[config.mk]
export PLATFORM = sky130hd
export DESIGN_NAME = fsm_step_controller
export DESIGN_NICKNAME = d
export VERILOG_FILES = /design/src/rtl/fsm_step_controller.sv
export SDC_FILE = /design/constraint.sdc
export NUM_CORES = 1
export LEC_CHECK = 0
export ABC_CLOCK_PERIOD_IN_PS = 3500
export BUFFER_PORTS_ARGS = -buffer_cell sky130_fd_sc_hd__buf_2
export CORE_MARGIN = 2
export CORE_UTILIZATION = 57
export CTS_BUF_LIST = sky130_fd_sc_hd__clkbuf_4 sky130_fd_sc_hd__clkbuf_8
export DETAILED_ROUTE_END_ITERATION = 6
export HOLD_SLACK_MARGIN = 0.05
export PLACE_DENSITY_LB_ADDON = 0.15
export SLEW_MARGIN = 20
export SYNTH_ARGS = -nofsm -noshare
export SYNTH_HDL_FRONTEND = slang
export SYNTH_SLANG_ARGS = --single-unit
[constraint.sdc]
create_clock -name clk -period 3.5 [get_ports clk]
set_input_delay 0.7 -clock clk [delete_from_list [all_inputs] [get_ports clk]]
set_output_delay 0.7 -clock clk [all_outputs]
set_load 0.03 [all_outputs]
[src/rtl/fsm_step_controller.sv]
// fsm_step_controller: owns the 3-bit state register of the lab state machine,
// feeds the external next-state network one serial bit per step from a
// parallel-loaded word, and logs the network's 2-bit output for every step.
// Optional feature macro: FSMCTL_ILLEGAL_CHECK_EN enables the illegal-state
// trap (codes flagged in ILLEGAL_MASK send the run to ERR instead of stepping).
module fsm_step_controller #(
    parameter int         WIDTH        = 8,
    parameter logic [7:0] ILLEGAL_MASK = 8'hC0
) (
    input  logic                         clk,
    input  logic                         reset,
    input  logic                         start,
    input  logic                         abort,
    input  logic                         step_mode,
    input  logic                         step,
    input  logic [WIDTH-1:0]             word,
    input  logic [2:0]                   init_state,
    input  logic                         n3,
    input  logic                         n2,
    input  logic                         n1,
    input  logic [1:0]                   y,
    output logic                         s3,
    output logic                         s2,
    output logic                         s1,
    output logic                         x,
    output logic                         busy,
    output logic                         done,
    output logic                         err,
    output logic [2*WIDTH-1:0]           y_log,
    output logic [$clog2(WIDTH+1)-1:0]   steps
);

    localparam int SW = $clog2(WIDTH + 1);

    typedef enum logic [2:0] {
        IDLE  = 3'd0,
        RUN   = 3'd1,
        PAUSE = 3'd2,
        DONE  = 3'd3,
        ERR   = 3'd4
    } fsm_t;

    fsm_t             fsm;
    fsm_t             fsm_next;
    logic [2:0]       cur_state;
    logic [WIDTH-1:0] shift;
    logic             mode;
    logic             illegal;
    logic             last_step;
    logic             do_load;
    logic             do_abort;
    logic             do_step;
    logic             do_flag;

    assign {s3, s2, s1} = cur_state;
    assign last_step    = (steps == SW'(WIDTH - 1));

`ifdef FSMCTL_ILLEGAL_CHECK_EN
    logic err_q;

    assign illegal = ILLEGAL_MASK[cur_state];
    assign err     = err_q;

    // Sticky illegal-state flag, cleared only by a new run or reset
    always_ff @(posedge clk) begin
        if (reset) begin
            err_q <= 1'b0;
        end else if (do_load) begin
            err_q <= 1'b0;
        end else if (do_flag) begin
            err_q <= 1'b1;
        end
    end
`else
    logic unused_ok;

    assign illegal   = 1'b0;
    assign err       = 1'b0;
    assign unused_ok = ^{ILLEGAL_MASK, do_flag};
`endif

    // Controller state register
    always_ff @(posedge clk) begin
        if (reset) begin
            fsm <= IDLE;
        end else begin
            fsm <= fsm_next;
        end
    end

    // Next-state logic; abort beats a step, and a trapped state never steps
    always_comb begin
        fsm_next = fsm;
        unique case (fsm)
            IDLE: begin
                if (start) begin
                    fsm_next = step_mode ? PAUSE : RUN;
                end
            end
            RUN: begin
                if (abort) begin
                    fsm_next = IDLE;
                end else if (illegal) begin
                    fsm_next = ERR;
                end else if (last_step) begin
                    fsm_next = DONE;
                end else if (mode) begin
                    fsm_next = PAUSE;
                end else begin
                    fsm_next = RUN;
                end
            end
            PAUSE: begin
                if (abort) begin
                    fsm_next = IDLE;
                end else if (step) begin
                    fsm_next = RUN;
                end
            end
            DONE:    fsm_next = IDLE;
            ERR:     fsm_next = IDLE;
            default: fsm_next = IDLE;
        endcase
    end

    // Output decode: serial bit to the network plus datapath strobes
    always_comb begin
        x        = 1'b0;
        do_load  = 1'b0;
        do_abort = 1'b0;
        do_step  = 1'b0;
        do_flag  = 1'b0;
        if (fsm == RUN) begin
            x = shift[0];
        end
        if (fsm == IDLE && start) begin
            do_load = 1'b1;
        end
        if ((fsm == RUN || fsm == PAUSE) && abort) begin
            do_abort = 1'b1;
        end
        if (fsm == RUN && !abort && !illegal) begin
            do_step = 1'b1;
        end
        if (fsm == RUN && !abort && illegal) begin
            do_flag = 1'b1;
        end
    end

    // Datapath: load on start, park state on abort, shift and log on a step
    always_ff @(posedge clk) begin
        if (reset) begin
            cur_state <= 3'b000;
            shift     <= '0;
            y_log     <= '0;
            steps     <= '0;
            mode      <= 1'b0;
        end else if (do_load) begin
            cur_state <= init_state;
            shift     <= word;
            y_log     <= '0;
            steps     <= '0;
            mode      <= step_mode;
        end else if (do_abort) begin
            cur_state <= 3'b000;
        end else if (do_step) begin
            cur_state <= {n3, n2, n1};
            shift     <= shift >> 1;
            steps     <= steps + SW'(1);
            for (int k = 0; k < WIDTH; k++) begin
                if (steps == SW'(k)) begin
                    y_log[2*k +: 2] <= y;
                end
            end
        end
    end

    // Registered status flags derived from where the controller is heading
    always_ff @(posedge clk) begin
        if (reset) begin
            busy <= 1'b0;
            done <= 1'b0;
        end else begin
            busy <= (fsm_next == RUN) || (fsm_next == PAUSE);
            done <= (fsm_next == DONE);
        end
    end

endmodule
**Word-level counts from Yosys, hierarchy flattened**

Index checks and enable logic that the tools add are counted.

- Flip-flop bits (word level): 37
- Input port bits: 22
- Output and inout bits: 27
- Word-level logic and storage cells: 69

- $add $sub $neg: 1
- Eq/ne operators: 13
- Mux-type cells: 18
- Bitwise gates (word level): 1
- Reductions and logical operators: 21

Operators with widths:

| kind | count |
|---|---|
| 8-bit two-way mux | 3 |
| 3-bit AND reduction | 8 |
| 3-bit two-way mux | 6 |
| 4-bit by 3-bit == test with 1-bit output (second input constant) | 4 |
| 3-bit by 2-bit == test with 1-bit output (second input constant) | 3 |
| 3-bit one-hot mux with 3 select lines | 1 |
| 4-bit by 2-bit == test with 1-bit output (second input constant) | 2 |
| 2-bit two-way mux | 4 |
| 3-bit by 1-bit == test with 1-bit output (second input constant) | 2 |
| 4-bit by 1-bit adder with 4-bit output (second input constant) | 1 |
| 4-bit by 1-bit == test with 1-bit output (second input constant) | 1 |
| 4-bit zero test | 1 |
| 1-bit two-way mux | 4 |
| 2-bit AND reduction | 2 |
| 1-bit logical AND | 3 |
| 3-bit zero test | 1 |
| 3-bit nonzero test | 1 |
| 1-bit logical OR | 2 |
| 2-bit != test (second input constant) | 1 |
| 2-bit nonzero test | 1 |
| 2-bit OR reduction | 1 |
| 1-bit zero test | 1 |
| 1-bit inverter | 1 |

**Depth between registers and ports, before layout**

- Depth in word-level cells: 6
- Depth in mapped cells: 6
- Mapped depth without buffers: 5

**Worst setup path before layout**

No wires, ideal clock.

- Path kind: in2reg
- Start point: input start
- End point: register busy
- Setup time: 0.066 ns
- Arrival: 1.915 ns
- Required time: 3.434 ns
- Path slack: 1.519 ns
- Stages: 5
- Cells stage by stage: or4b_1 -> buf_2 -> o22a_4 -> a211o_1 -> a21oi_2

- Longest elaborated chain between the ends: 4
- Elaborated cells between the ends (all ways): 5
- Those cells by class: eq/ne (2); mux (2); reduce/logical (1)

Ends and longest elaborated chain:

| item | line | source |
|---|---|---|
| start: declaration | 12 | `input logic start,` |
| 3-bit two-way mux * | 96 | `if (start) begin` |
| 3-bit one-hot mux with 3 select lines * | 94 | `unique case (fsm)` |
| 3-bit by 1-bit == test with 1-bit output or 3-bit by 2-bit == test with 1-bit output (tied branches) | 184 | `busy <= (fsm_next == RUN) \|\| (fsm_next == PAUSE);` |
| 1-bit logical OR * | 184 |  |
| end signal: assignment | 184 |  |
| end: declaration | 26 | `output logic busy,` |

Every way passes the cells marked *; elsewhere a longest branch is shown, timed or not.
A chain may end at the register's enable or synchronous reset.

**Worst setup path in the final report**

- Start point: register fsm[0]
- End point: register busy

- Longest elaborated chain between the ends: 5
- Elaborated cells between the ends (all ways): 10
- Those cells by class: eq/ne (4); mux (4); reduce/logical (2)

Ends and longest elaborated chain:

| item | line | source |
|---|---|---|
| start: declaration | 43 | `fsm_t fsm;` |
| start signal: assignment | 87 | `fsm <= fsm_next;` |
| 3-bit two-way mux | 116 | `end else if (step) begin` |
| 3-bit two-way mux | 114 | `if (abort) begin` |
| 3-bit one-hot mux with 3 select lines * | 94 |  |
| 3-bit by 1-bit == test with 1-bit output or 3-bit by 2-bit == test with 1-bit output (tied branches) | 184 |  |
| 1-bit logical OR * | 184 |  |

Marked as above.

==> flow_metrics.env <==
export IMPL_status="finished clean"
export IMPL_dieArea_um2=3429
export IMPL_setup_violations=0
export IMPL_antenna_found_initial=0
export IMPL_grt_pass1_vias=1379
export IMPL_grt_max_degree=19
export IMPL_grt_first_pass_wirelength_um=6003
export IMPL_avgSynthCellArea_um2=9.025
export IMPL_clkTransAtPathRegs_ns=0.10
export IMPL_fmax_mhz=462.2
export IMPL_slew_headroom_pct=46.40
export IMPL_async_reset_ff_share_pct=0
export IMPL_grt_total_usage_pct=23.38
export IMPL_drt_iter0_markers=50
export IMPL_drtAntennaViolNets=0
export IMPL_met1_length_um=1629
export IMPL_synth_seq_area_share_pct=43.66
export IMPL_cts_hold_buffers=0
export IMPL_preCtsSetupSlack_ns=1.116
export IMPL_io_buffers=47
export IMPL_fin_hold_ws_ns=0.4736
export IMPL_clock_skew_ns=0.008022
export IMPL_peakVddDrop_mv=0.3996
export IMPL_setup_tns_ns=0
export IMPL_place_congestion=0.8490
export IMPL_synthTopCellsByCount="nor2_1 (38), dfxtp_1 (37), nand2_1 (20), mux2i_1 (16)"
export IMPL_fin_ws_ns=1.336
export IMPL_cp_max_fo=17
export IMPL_via_count=1441
export IMPL_arrival_ns=2.44
export IMPL_synth_edf_count=0
export IMPL_remaining_drc_errors=0
export IMPL_post_drt_wl_per_cell_um=13.73
export IMPL_start_kind="flip-flop"
export IMPL_drive_above_1_share_pct=27.59
export IMPL_fin_nets=257
export IMPL_first_pass_iters=4
export IMPL_synth_top_cell_by_area="dfxtp_1"
export IMPL_diodes=0
export IMPL_rows=19
export IMPL_num_io_pins=49
export IMPL_crit_required_ns=3.78
export IMPL_initial_core_util_pct=61.00
export IMPL_synth_distinct_cells=39
export IMPL_clock_latency_ns=0.34
export IMPL_max_cap_violations=0
export IMPL_ctsResizeCount=0
export IMPL_cts_root_buf="clkbuf_4"
export IMPL_p_leak_nw=0.9398
export IMPL_numCtsBuffers=5
export IMPL_dpl_hpwl_um=2693
export IMPL_slew_violations=0
export IMPL_dr_wl_met2_um=1726
export IMPL_rsz0062_at_grt="no"
export IMPL_yosysMostFrequentCell="nor2_1"
export IMPL_syn2layout_area_growth_pct=16.00
export IMPL_dieHeight_um=58.56
export IMPL_critPathCaptureType="flip-flop"
export IMPL_fin_crit_ns=2.164
export IMPL_powerDensity_nw_per_um2=369.1
export IMPL_ys_warn_count=0
export IMPL_worst_slew_pin_slew_ns=0.8006
export IMPL_globalRouteOverflowTotal=0
export IMPL_cts_num_sinks=37
export IMPL_hold_viol_final=0
export IMPL_critPathKind="reg2reg"
export IMPL_min_path_type="reg2reg"
export IMPL_synth_top_cells_by_area="dfxtp_1 (44%), mux2i_1 (9.4%), nor2_1 (8.4%)"
export IMPL_synth_area_um2=1697
export IMPL_fin_util_pct=70.76
export IMPL_cts_setup_buffers=0
export IMPL_synth_top_area_share_pct=43.66
export IMPL_totalWireLength_um=3612
export IMPL_cts_buffer_depth=2
export IMPL_core_um2=2781
export IMPL_p_total_uw=726.4
export IMPL_die_x_um=58.56
export IMPL_highest_signal_layer="met4"
export IMPL_h_tree_depth=2
export IMPL_ys_seq_elements=37
export IMPL_cts_tree="done"
export IMPL_wl_met3_um=191
export IMPL_via_per_inst=5.479
export IMPL_synthFlopType="dfxtp_1"
export IMPL_syn_inst=188
export IMPL_fin_crit_sh_pct=61.82
-- per-layer routing --
| layer | track usage (%) | up-vias |
|---|---|---|
| li1 | - | 728 |
| met3 | 7.253 | 6 |
| met1 | 28.97 | 664 |
| met2 | 37.56 | 43 |
| met5 | 0 | - |
| met4 | 9.967 | 0 |
-- cell families (layout without fill, tap and decap cells) --
kind of cell	after synthesis	in the layout	share of synthesized area, %
and+or+nand+nor	84	84	25.52
adders and majority gates	4	4	2.950
DFF	37	37	43.66
muxes	16	16	9.439
AOI/OAI and AO/OA	27	27	12.17
xor gates and xnor gates	3	3	1.549
other	1	2	0.2210
buffers and inverters	16	59	4.498
-- state kept, by name, indices dropped and copies added (netlist names) --
name and cells:
steps 4, mode 1, y_log 16, cur_state 3, done 1, busy 1, shift 8, fsm 3
-- per-stage QoR --
stage	instance area (um^2)	cells
2_1_floorplan	1700	189
3_3_place_gp	1913	255
3_5_place_dp	1913	255
4_1_cts	1968	263
5_1_grt	1968	263
6_report	1968	263
-- cell usage in the layout (no fill, tap or decap), drive strengths merged, types with 2 or more instances in the layout --
master  netlist  final
a311oi        4      4
clkbuf        4      5
nand2        20     20
buf           8     47
nand3         8      8
clkinv        0      2
a22oi         2      2
mux2i        16     16
or4b          3      3
ha            4      4
nor2         38     38
conb          1      2
o21ai         4      4
nor4          4      4
a21oi         9      9
a211o         2      2
inv           4      4
nor4b         2      2
xor2          3      3
dfxtp        37     37
-- worst max-delay path: stages (launching register included) --
cell     delay (ns)
dfxtp_1        0.56
nor4b_4        0.74
o21ai_1        0.31
a211o_1        0.37
a21oi_2        0.13
-- where the power goes --
| group | internal [mW] | switching [mW] | total [mW] |
|---|---|---|---|
| Combinational | 0.0283 | 0.0444 | 0.0727 |
| Clock | 0.0757 | 0.138 | 0.213 |
| Sequential | 0.432 | 0.00861 | 0.440 |
| Total | 0.536 | 0.191 | 0.726 |
-- path summary, 6_finish.rpt --
kind / cells past startpoint / from / slack [ns] / endpoint
setup / recovery: 4 / fsm[0] / 1.34 / busy
hold / removal: 2 / shift[0] / 0.47 / shift[0]
hold reg to reg: 2 / shift[0] / 0.47 / shift[0]
setup reg to reg: 4 / fsm[0] / 1.34 / busy
-- layout make-up --
cell class	instances	area, um^2
multi-input cells	136	883.3
fillers	247	813.3
flip-flops and latches	37	740.7
repair buffers	47	235.2
well taps	31	38.79
clock buffers	5	37.54
clock inverters	3	17.52
inverters	4	15.01
No activity file was read; power rests on OpenSTA's default activity.
